===== src/rtl/lm_pkg.sv =====
// Shared slot ids, FSM encoding and channel helpers for the LED display scheduler.
// Pure declarations, no latency; no flow control.
package lm_pkg;

    localparam int NUM_CH = 3;

    localparam logic [1:0] SLOT_IDLE  = 2'b00;
    localparam logic [1:0] SLOT_CM    = 2'b01;
    localparam logic [1:0] SLOT_UERR  = 2'b10;
    localparam logic [1:0] SLOT_UDATA = 2'b11;

    localparam logic [1:0] CH_CM    = 2'd0;
    localparam logic [1:0] CH_UERR  = 2'd1;
    localparam logic [1:0] CH_UDATA = 2'd2;

    typedef enum logic {
        ST_IDLE = 1'b0,
        ST_SHOW = 1'b1
    } state_t;

    function automatic logic [1:0] ch_next(input logic [1:0] ch);
        return (ch >= CH_UDATA) ? CH_CM : ch + 2'd1;
    endfunction

    function automatic logic [NUM_CH-1:0] ch_mask(input logic [1:0] ch);
        logic [NUM_CH-1:0] m;
        case (ch)
            CH_CM:    m = 3'b001;
            CH_UERR:  m = 3'b010;
            CH_UDATA: m = 3'b100;
            default:  m = 3'b000;
        endcase
        return m;
    endfunction

    function automatic logic [1:0] slot_of(input logic [1:0] ch);
        return ch + 2'd1;
    endfunction

endpackage


===== src/rtl/lm_rr_pick.sv =====
// Round-robin pick: first set pending bit searching ptr, ptr+1, ptr+2 (mod 3).
// Purely combinational; no flow control.
module lm_rr_pick
    import lm_pkg::*;
(
    input  logic [NUM_CH-1:0] pending_i,
    input  logic [1:0]        ptr_i,
    output logic [1:0]        grant_o,
    output logic              any_o
);

    logic [1:0] idx;

    always_comb begin
        grant_o = CH_CM;
        any_o   = 1'b0;
        idx     = (ptr_i > CH_UDATA) ? CH_CM : ptr_i;
        for (int k = 0; k < NUM_CH; k++) begin
            if (!any_o && ((pending_i & ch_mask(idx)) != '0)) begin
                grant_o = idx;
                any_o   = 1'b1;
            end
            idx = ch_next(idx);
        end
    end

endmodule


===== src/rtl/lm_display_scheduler.sv =====
// Round-robin time-slicing of CM error / UART error / UART data words onto one LED bank (blink: LM_BLINK_EN).
// Latency: strobe at edge N is latched at N, shown at N+1 when idle; each slot holds HOLD_CYCLES.
// No backpressure: a strobe on a still-pending channel overwrites it and raises the sticky overflow bit.
module lm_display_scheduler
    import lm_pkg::*;
#(
    parameter int WIDTH_LEDS       = 16,
    parameter int WIDTH_UART_DATA  = 8,
    parameter int WIDTH_UART_ERROR = 4,
    parameter int WIDTH_VGA_ERROR  = 4,
    parameter int HOLD_CYCLES      = 50000000,
    parameter int BLINK_HALF       = 12500000
) (
    input  logic                        clk,
    input  logic                        rst,
    input  logic                        UART_data_debug_switch,
    input  logic [WIDTH_VGA_ERROR-1:0]  CM_errors,
    input  logic                        CM_errors_valid,
    input  logic [WIDTH_UART_ERROR-1:0] UART_errors,
    input  logic                        UART_errors_valid,
    input  logic [WIDTH_UART_DATA-1:0]  UART_data,
    input  logic                        UART_data_valid,
    input  logic                        clr_overflow,
    output logic [WIDTH_LEDS-1:0]       leds,
    output logic [1:0]                  active_slot,
    output logic                        busy,
    output logic [2:0]                  overflow
);

    localparam int          PW        = WIDTH_LEDS - 2;
    localparam logic [31:0] HOLD_LAST = 32'(HOLD_CYCLES - 1);

    if (HOLD_CYCLES < 2 || BLINK_HALF < 1 || PW < WIDTH_UART_DATA ||
        PW < WIDTH_UART_ERROR || PW < WIDTH_VGA_ERROR) begin : g_param_check
        $error("lm_display_scheduler: illegal parameter combination");
    end

    state_t                      state_q, state_d;
    logic [1:0]                  cur_q, cur_d;
    logic [1:0]                  rr_ptr_q, rr_ptr_d;
    logic [31:0]                 cnt_q, cnt_d;
    logic [PW-1:0]               snap_q, snap_d;
    logic                        fresh_q, fresh_d;
    logic [NUM_CH-1:0]           pend_q, pend_d;
    logic [NUM_CH-1:0]           ovf_q, ovf_d;
    logic [WIDTH_VGA_ERROR-1:0]  cm_q, cm_d;
    logic [WIDTH_UART_ERROR-1:0] uerr_q, uerr_d;
    logic [WIDTH_UART_DATA-1:0]  udata_q, udata_d;
    logic [WIDTH_LEDS-1:0]       leds_q, leds_d;
    logic [1:0]                  slot_q, slot_d;

    logic [NUM_CH-1:0] vld, cur_mask, shown;
    logic [NUM_CH-1:0] pick_req;
    logic [1:0]        pick_ptr, pick_ch;
    logic              pick_any;
    logic              expire, load, vld_cur, blink_on;
    logic [PW-1:0]     pick_pay, out_pay;

    assign vld      = {UART_data_valid, UART_errors_valid, CM_errors_valid};
    assign cur_mask = ch_mask(cur_q);
    assign shown    = (state_q == ST_SHOW) ? cur_mask : '0;
    assign vld_cur  = (vld & cur_mask) != '0;

    // Expiry search skips the channel just shown and starts after it.
    assign pick_req = (state_q == ST_SHOW) ? (pend_q & ~cur_mask) : pend_q;
    assign pick_ptr = (state_q == ST_SHOW) ? ch_next(cur_q) : rr_ptr_q;

    lm_rr_pick u_pick (
        .pending_i (pick_req),
        .ptr_i     (pick_ptr),
        .grant_o   (pick_ch),
        .any_o     (pick_any)
    );

    always_comb begin
        case (pick_ch)
            CH_CM:   pick_pay = PW'(cm_q);
            CH_UERR: pick_pay = PW'(uerr_q);
            default: pick_pay = PW'(udata_q);
        endcase
    end

    // Capture, pending and sticky overflow bookkeeping.
    always_comb begin : capture
        cm_d    = CM_errors_valid   ? CM_errors   : cm_q;
        uerr_d  = UART_errors_valid ? UART_errors : uerr_q;
        udata_d = UART_data_valid   ? UART_data   : udata_q;
        ovf_d   = (clr_overflow ? '0 : ovf_q) | (vld & pend_q & ~shown);
        pend_d  = pend_q | vld;
        if (expire && !(fresh_q || vld_cur)) begin
            pend_d = pend_d & ~cur_mask;
        end
    end

    always_ff @(posedge clk or posedge rst) begin : state_reg
        if (rst) begin
            state_q  <= ST_IDLE;
            cur_q    <= CH_CM;
            rr_ptr_q <= CH_CM;
            cnt_q    <= '0;
            snap_q   <= '0;
            fresh_q  <= 1'b0;
            pend_q   <= '0;
            ovf_q    <= '0;
            cm_q     <= '0;
            uerr_q   <= '0;
            udata_q  <= '0;
            leds_q   <= '0;
            slot_q   <= SLOT_IDLE;
        end else begin
            state_q  <= state_d;
            cur_q    <= cur_d;
            rr_ptr_q <= rr_ptr_d;
            cnt_q    <= cnt_d;
            snap_q   <= snap_d;
            fresh_q  <= fresh_d;
            pend_q   <= pend_d;
            ovf_q    <= ovf_d;
            cm_q     <= cm_d;
            uerr_q   <= uerr_d;
            udata_q  <= udata_d;
            leds_q   <= leds_d;
            slot_q   <= slot_d;
        end
    end

    // fresh_q remembers a newer word for the shown channel so expiry keeps it pending.
    always_comb begin : next_state
        state_d  = state_q;
        cur_d    = cur_q;
        rr_ptr_d = rr_ptr_q;
        cnt_d    = cnt_q;
        snap_d   = snap_q;
        fresh_d  = fresh_q;
        expire   = 1'b0;
        load     = 1'b0;
        if (!UART_data_debug_switch) begin
            case (state_q)
                ST_IDLE: load = pick_any;
                ST_SHOW: begin
                    fresh_d = fresh_q | vld_cur;
                    if (cnt_q != '0) begin
                        cnt_d = cnt_q - 32'd1;
                    end else begin
                        expire   = 1'b1;
                        rr_ptr_d = ch_next(cur_q);
                        load     = pick_any;
                        state_d  = ST_IDLE;
                    end
                end
                default: state_d = ST_IDLE;
            endcase
            if (load) begin
                state_d = ST_SHOW;
                cur_d   = pick_ch;
                cnt_d   = HOLD_LAST;
                snap_d  = pick_pay;
                fresh_d = (vld & ch_mask(pick_ch)) != '0;
            end
        end else if (state_q == ST_SHOW) begin
            fresh_d = fresh_q | vld_cur;
        end
    end

`ifdef LM_BLINK_EN
    localparam logic [31:0] BLINK_LAST = 32'(BLINK_HALF - 1);

    logic        phase_q, phase_d;
    logic [31:0] bcnt_q, bcnt_d;

    always_comb begin
        phase_d = phase_q;
        bcnt_d  = bcnt_q;
        if (load) begin
            phase_d = 1'b1;
            bcnt_d  = BLINK_LAST;
        end else if (state_q == ST_SHOW && !UART_data_debug_switch) begin
            if (bcnt_q == '0) begin
                phase_d = ~phase_q;
                bcnt_d  = BLINK_LAST;
            end else begin
                bcnt_d = bcnt_q - 32'd1;
            end
        end
    end

    always_ff @(posedge clk or posedge rst) begin
        if (rst) begin
            phase_q <= 1'b1;
            bcnt_q  <= '0;
        end else begin
            phase_q <= phase_d;
            bcnt_q  <= bcnt_d;
        end
    end

    assign blink_on = phase_d;
`else
    assign blink_on = 1'b1;
`endif

    always_comb begin : outputs
        leds_d  = '0;
        slot_d  = SLOT_IDLE;
        out_pay = snap_d;
        if (cur_d != CH_UDATA && !blink_on) begin
            out_pay = '0;
        end
        if (UART_data_debug_switch) begin
            slot_d = SLOT_UDATA;
            leds_d = {SLOT_UDATA, PW'(udata_d)};
        end else if (state_d == ST_SHOW) begin
            slot_d = slot_of(cur_d);
            leds_d = {slot_of(cur_d), out_pay};
        end
    end

    assign leds        = leds_q;
    assign active_slot = slot_q;
    assign busy        = (state_q == ST_SHOW);
    assign overflow    = ovf_q;

endmodule


===== config.mk =====
export PLATFORM = sky130hd
export DESIGN_NAME = lm_display_scheduler
export DESIGN_NICKNAME = d
export VERILOG_FILES = /design/src/rtl/lm_pkg.sv /design/src/rtl/lm_rr_pick.sv /design/src/rtl/lm_display_scheduler.sv
export SDC_FILE = /design/constraint.sdc
export NUM_CORES = 1
export LEC_CHECK = 0
export CAP_MARGIN = 5
export CORE_AREA = 10 10 111 113
export CTS_CLUSTER_SIZE = 28
export DETAILED_ROUTE_END_ITERATION = 7
export DIE_AREA = 0 0 121 123
export PLACE_DENSITY_LB_ADDON = 0.1
export SLEW_MARGIN = 10
export SYNTH_ARGS = -nofsm -noshare
export SYNTH_HDL_FRONTEND = slang
export SYNTH_SLANG_ARGS = --single-unit
export TNS_END_PERCENT = 100

===== constraint.sdc =====
create_clock -name clk -period 4.3 [get_ports clk]
set_clock_uncertainty 0.05 [all_clocks]
set_input_delay 1.29 -clock clk [delete_from_list [all_inputs] [get_ports clk]]
set_output_delay 1.29 -clock clk [all_outputs]
set_load 0.01 [all_outputs]

# Yosys cells after proc, flatten, opt, wreduce, memory -nomap -nowiden
# Index checks and enable logic that the tools add are counted.
# totals
register_bits	92
inputBits	23
output_inout_bits	22
elab_cells	119
# classes
addsub	5
order_cmp	4
eq_ne	10
muxes	48
n_bitwise	17
reduce_logical	22
# ops
op	count
32-bit 2-to-1 mux	3
3-bit one-hot mux with 3 select lines	5
16-bit 2-to-1 mux	2
32-bit nonzero test	1
32-bit by 1-bit subtractor with 32-bit output, second input constant	1
14-bit 2-to-1 mux	2
3-bit bitwise AND	9
2-bit 2-to-1 mux	12
3-bit 2-to-1 mux	6
8-bit one-hot mux with 2 select lines	1
1-bit 2-to-1 mux	15
3-bit nonzero test	5
2-bit by 1-bit equality test with 1-bit output, second input constant	5
2-bit equality test, second input constant	5
2-bit zero test	5
2-bit by 1-bit adder with 2-bit output, second input constant	4
8-bit 2-to-1 mux	1
2-bit greater-or-equal comparator, second input constant	3
3-bit inverter	2
3-bit bitwise OR	2
3-bit AND reduction	2
2-bit nonzero test	2
1-bit logical AND	3
1-bit zero test	3
other kinds (5)	7

# Depth between registers and ports, before layout
# logic_depth
depth_word	25
mapped_depth	14
ltp_nobuf	11

# Hierarchy
# A second synthesis with hierarchy kept.
# unflattened
cells_unflattened	406
hier_area_um2	4385.5
# modules_own_cells
module	instances	cells_each	area_per_inst_um2	seq_area_each_um2
lm_display_scheduler	1	374	4132.7	2252.2
lm_rr_pick	1	32	252.7	0.0

# Least setup slack after synthesis
# OpenSTA, ideal clock, no wires.
# synth_timing
path_kind	reg-to-reg
startpoint	register cur_q[0]
endpoint	register cnt_q[23]
setup_ns	0.131
arrival_time_ns	3.355
required_ns	4.119
setup_slack_ns	0.763
path_stages_with_launch	14
path_buffers	4
synth_period_minus_slack_ns	3.537
path_cell_list	dfrtp_1 -> clkbuf_1 -> or3b_2 -> clkbuf_1 -> o21ai_0 -> ha_1 -> buf_1 -> nor3_1 -> a31o_2 -> a21boi_2 -> or4_1 -> buf_2 -> o31a_1 -> or3_1
# synth_via
elab_chain_len	21
elab_cells_between_ends	51
cone_classes	3 x add/sub; 4 x order compare; 8 x eq/ne; 17 x mux; 5 x bitwise; 14 x reduce/logical
# synth_lines
element	line	source
start, declared	lm_display_scheduler.sv:39	logic [1:0] cur_q, cur_d;
start signal, assigned	lm_display_scheduler.sv:112	cur_q <= cur_d;
parallel branches: the longest is 15 deep, another holds 2-bit by 1-bit adder with 2-bit output	--	
1-bit 2-to-1 mux (*)	lm_rr_pick.sv:19	if (!any_o && ((pending_i & ch_mask(idx)) != '0)) begin
1-bit 2-to-1 mux	lm_display_scheduler.sv:142	if (cnt_q != '0) begin
1-bit one-hot mux with 2 select lines (*)	lm_display_scheduler.sv:138	case (state_q)
1-bit 2-to-1 mux (*)	lm_display_scheduler.sv:137	if (!UART_data_debug_switch) begin
2-bit nonzero test (no source line)	--	
3-bit AND reduction (no source line)	--	
end signal, assigned	lm_display_scheduler.sv:114	cnt_q <= cnt_d;
end, declared	lm_display_scheduler.sv:41	logic [31:0] cnt_q, cnt_d;
# Mark *: on every way between the ends. The select of a mux whose other input is x is not followed.
# A chain may end at the register's enable or synchronous reset.

# Worst setup path in the final report
# layout_timing
startpoint	register cur_q[0]
endpoint	register leds_q[7], in the netlist leds[7]
# layout_via
elab_chain_len	23
elab_cells_between_ends	59
cone_classes	3 x add/sub; 4 x order compare; 9 x eq/ne; 26 x mux; 5 x bitwise; 12 x reduce/logical
# layout_lines
element	line	source
parallel branches: the longest is 19 deep, another holds 2-bit by 1-bit adder with 2-bit output	--	
14-bit 2-to-1 mux (*)	lm_display_scheduler.sv:153	if (load) begin
14-bit 2-to-1 mux (*)	lm_display_scheduler.sv:137	
named net out_pay[7]	lm_display_scheduler.sv:57	logic [PW-1:0] pick_pay, out_pay;
16-bit 2-to-1 mux (*)	lm_display_scheduler.sv:212	end else if (state_d == ST_SHOW) begin
16-bit 2-to-1 mux (*)	lm_display_scheduler.sv:209	if (UART_data_debug_switch) begin
named net leds_d[7]	lm_display_scheduler.sv:49	logic [WIDTH_LEDS-1:0] leds_q, leds_d;
end signal, assigned	lm_display_scheduler.sv:122	leds_q <= leds_d;
end, declared	lm_display_scheduler.sv:49	
# Mark *: on every way through the listed nets, which the timed path passes. The select of a mux whose other input is x is not followed.

==> results by group <==
Outcome
  – Status: finished clean

Timing
  – RSZ-0062 raised after global routing: false
  – Final Max Slew Viols: 0
  – Final period utilization: 0.893
  – WHS: 433 ps
  – Worst-Margin Slew: 1020 ps
  – Final setup fails: 0
  – Hold Vio Cnt, Final: 0
  – Worst slew margin: 0.314
  – Min Tclk post-route: 3840 ps
  – Setup TNS: 0 ps
  – Max Clk Rate: 260 MHz

Critical path
  – CP max stage delay: 770 ps
  – Worst Path Buf+Inv: 1
  – WP data required: 4520 ps
  – R2R setup slack: 460 ps
  – Crit start category: flip-flop
  – Crit Path Category: reg2reg
  – Crit path launch: cur_q[0]
  – Reg2reg start: cur_q[0]
  – Crit path max-delay family: simple AND/OR/NAND/NOR gates
  – Worst Path Arrival: 4060 ps
  – Crit path max-delay cell type: nor4_2
  – Worst Setup EP: leds[7]
  – CP most frequent cell: a22o_1
  – Worst path cell trace: or3b_2 -> o21ai_0 -> inv_1 -> ha_1 -> and3_1 -> o31a_1 -> nor4_2 -> nor2_2 -> a22o_1 -> a22o_1
  – Worst Reg2Reg Path Length in Cells: 10
  – Worst-path maximum fanout: 12
  – Number of cells on the critical path: 10
  – Kind of end point of the critical path: flip-flop
  – R2r endpoint: leds[7]

Synth
  – YS warnings: 0
  – Unique masters post-synth: 55
  – Post-synth EDFFs: 0
  – Mux share of post-synthesis cell area: 0.0588
  – Main synth FF type: dfrtp_1
  – Register area share after synthesis: 0.507
  – XOR/XNOR Fraction of Synth Area: 0.0493
  – Async SR Flop Fraction: 1.00
  – Ranking of synthesized cells by area: dfrtp_1 (51%), xnor2_1 (4.5%), mux2_2 (4.3%)
  – Post-synthesis compound-gate area fraction: 0.127
  – Top cell type's share of synthesized area: 0.507
  – Largest family of logic cells by synthesized area: simple AND/OR/NAND/NOR gates
  – Post-Syn Instances: 427
  – Synthesized flop and latch total: 90
  – Post-Synthesis Net Count: 455
  – Post-synthesis adder-cell area fraction: 0.0141
  – Syn Area/Cell: 10.4 µm²
  – Simple-Gate Fraction of Synth Area: 0.203
  – Leading area contributor after synthesis: dfrtp_1
  – Cell area after synthesis: 4450 µm²

Global routing
  – GR Layer Usage met1: 0.187
  – Number of global-route vias before repair: 3264
  – Met3 usage: 0.0246
  – Initial antenna violation count: 0
  – Gr usage total: 0.137
  – Met2 Track Usage GR: 0.210
  – Largest net degree at the start of global routing: 91
  – First-pass GRT wire length: 16800 µm
  – Grt peak-use layer: met2
  – GRT overflow: 0

Layout
  – FF+latch area: 2250 µm²
  – Layout area overhead: 16.9%
  – Multi-input gate area: 2020 µm²
  – Fin cells: 598
  – Layout Utilization: 0.513
  – Layout Nets: 485
  – Commonest non-fill, non-tap cells in the layout: dfrtp_1 (90), clkdlybuf4s50_1 (44), nand2_1 (30)
  – Layout cells sized above 1: 0.121
  – Diode count: 0
  – Commonest non-fill, non-tap cell in the layout: dfrtp_1
  – Filler cells: 915

CTS
  – Cts bufs inserted: 9
  – CTS Sinks: 90
  – Setup Fix Bufs, Post-CTS: 0
  – H-tree depth: 3
  – Clock slew at reported path FFs: 110 ps
  – Hold_buf cts: 0
  – Clk buf depth: 2
  – CTS root buf: clkbuf_8
  – Clock Latency Late Sink: 360 ps
  – CTS tree: done
  – Cts repair resizes: 0

Placement
  – IO buf count: 44
  – GP Congestion: 0.830
  – Final HPWL DP: 6670 µm
  – Placed insts: 582

Detailed routing
  – Final ANT Viol Nets: 0
  – Routed wire per std cell: 16.8 µm
  – Initial DRT Pass Iterations: 5
  – Initial DRC Count: 193
  – # DRC: 0
  – Vias: 3278
  – DRT Wirelength: 10100 µm
  – Vias per inst: 5.48

Die
  – Initial Utilization: 0.438
  – Core area: 10100 µm²
  – Row Count: 37
  – DIE WIDTH: 121 µm
  – Chip Height: 123 µm
  – I/O pins: 45
  – Die area: 14900 µm²

Power
  – Pleak: 2.23 nW
  – Cell area power density: 366 nW/µm²
  – Max rail drop VDD: 0.251 mV

Min path
  – Hold Path Stages: 1
  – Worst hold path class: reg2reg

Job
  – Max_cap viols: 0
[Yosys cell counts, types with 3 or more instances]
cell      instances
nor4b_1           4
or4_4             3
a22o_1            8
a211oi_1          4
nor3b_1           7
and2_1           12
nor3_1           16
o31ai_1           4
nand2b_1          3
a211o_1           5
a21oi_1          14
xnor2_1          23
ha_1              5
nand3b_1          4
nor4_1           11
a21o_1            9
nor2b_1           4
inv_1            13
mux2i_1           7
o21ai_0          16
dfrtp_1          90
or2_2             5
clkbuf_1         23
or3_1            11
nand3_1           7
mux2_2           17
buf_1             3
nand2_1          30
nor2_1           24
or4_1            10
and3_1            3
[flip-flops by register name (all words and copies together), names as in the netlist]
signal / cells
leds: 15
pend_q: 3
cm_q: 4
busy: 1
fresh_q: 1
cur_q: 2
uerr_q: 4
cnt_q: 32
udata_q: 8
snap_q: 14
rr_ptr_q: 2
active_slot: 1
overflow: 3
[routing by layer]
metal  up-vias  share of wire
met3        14          0.042
met1      1594           0.49
met5         -              0
met2        79           0.45
met4         0          0.017
li1       1591              -
[worst min-delay path by stage]
stage / from / to
2_1_floorplan: snap_q[0] / snap_q[0]
4_1_cts: snap_q[11] / leds[11]
6_report: snap_q[9] / leds[9]
5_1_grt: snap_q[8] / leds[8]
3_3_place_gp: snap_q[0] / snap_q[0]
3_5_place_dp: snap_q[1] / snap_q[1]
[through the flow]
stage	total power, mW	setup WS [ps]	instance area [µm²]
final	1.90	460	5200
after global routing	2.02	129	5200
after global placement	1.34	620	4990
after detailed placement	1.34	450	4990
after CTS	1.93	451	5200
after floorplan	1.24	625	4450
[cell families (layout without fill, tap and decap cells)]
kind of cell               count (synthesis)  after routing
buffers and inverters                     44             79
AOI/OAI and AO/OA                         78             78
xor gates and xnor gates                  25             25
DFF                                       90             90
muxes                                     24             24
and+or+nand+nor                          161            161
adders and majority gates                  5              5
[cell type report]
type,instances,share of cell area
multi-input combinational,293,0.389
tap,136,0.0327
clock buffer,9,0.0238
timing repair buffer,50,0.0958
inverter,13,0.00963
sequential,90,0.433
clock inverter,7,0.0156
[worst register-to-register path: stages, from the launching register on]
cell	delay, ps
dfrtp_1	500
or3b_2	630
o21ai_0	200
inv_1	120
ha_1	320
and3_1	200
o31a_1	290
nor4_2	770
nor2_2	190
a22o_1	260
a22o_1	230
[power breakdown]
part / switching, mW / internal (mW)
registers: 0.101 / 0.935
logic: 0.138 / 0.152
clock network: 0.345 / 0.232
total: 0.584 / 1.32
(Power assumes the default switching activity.)
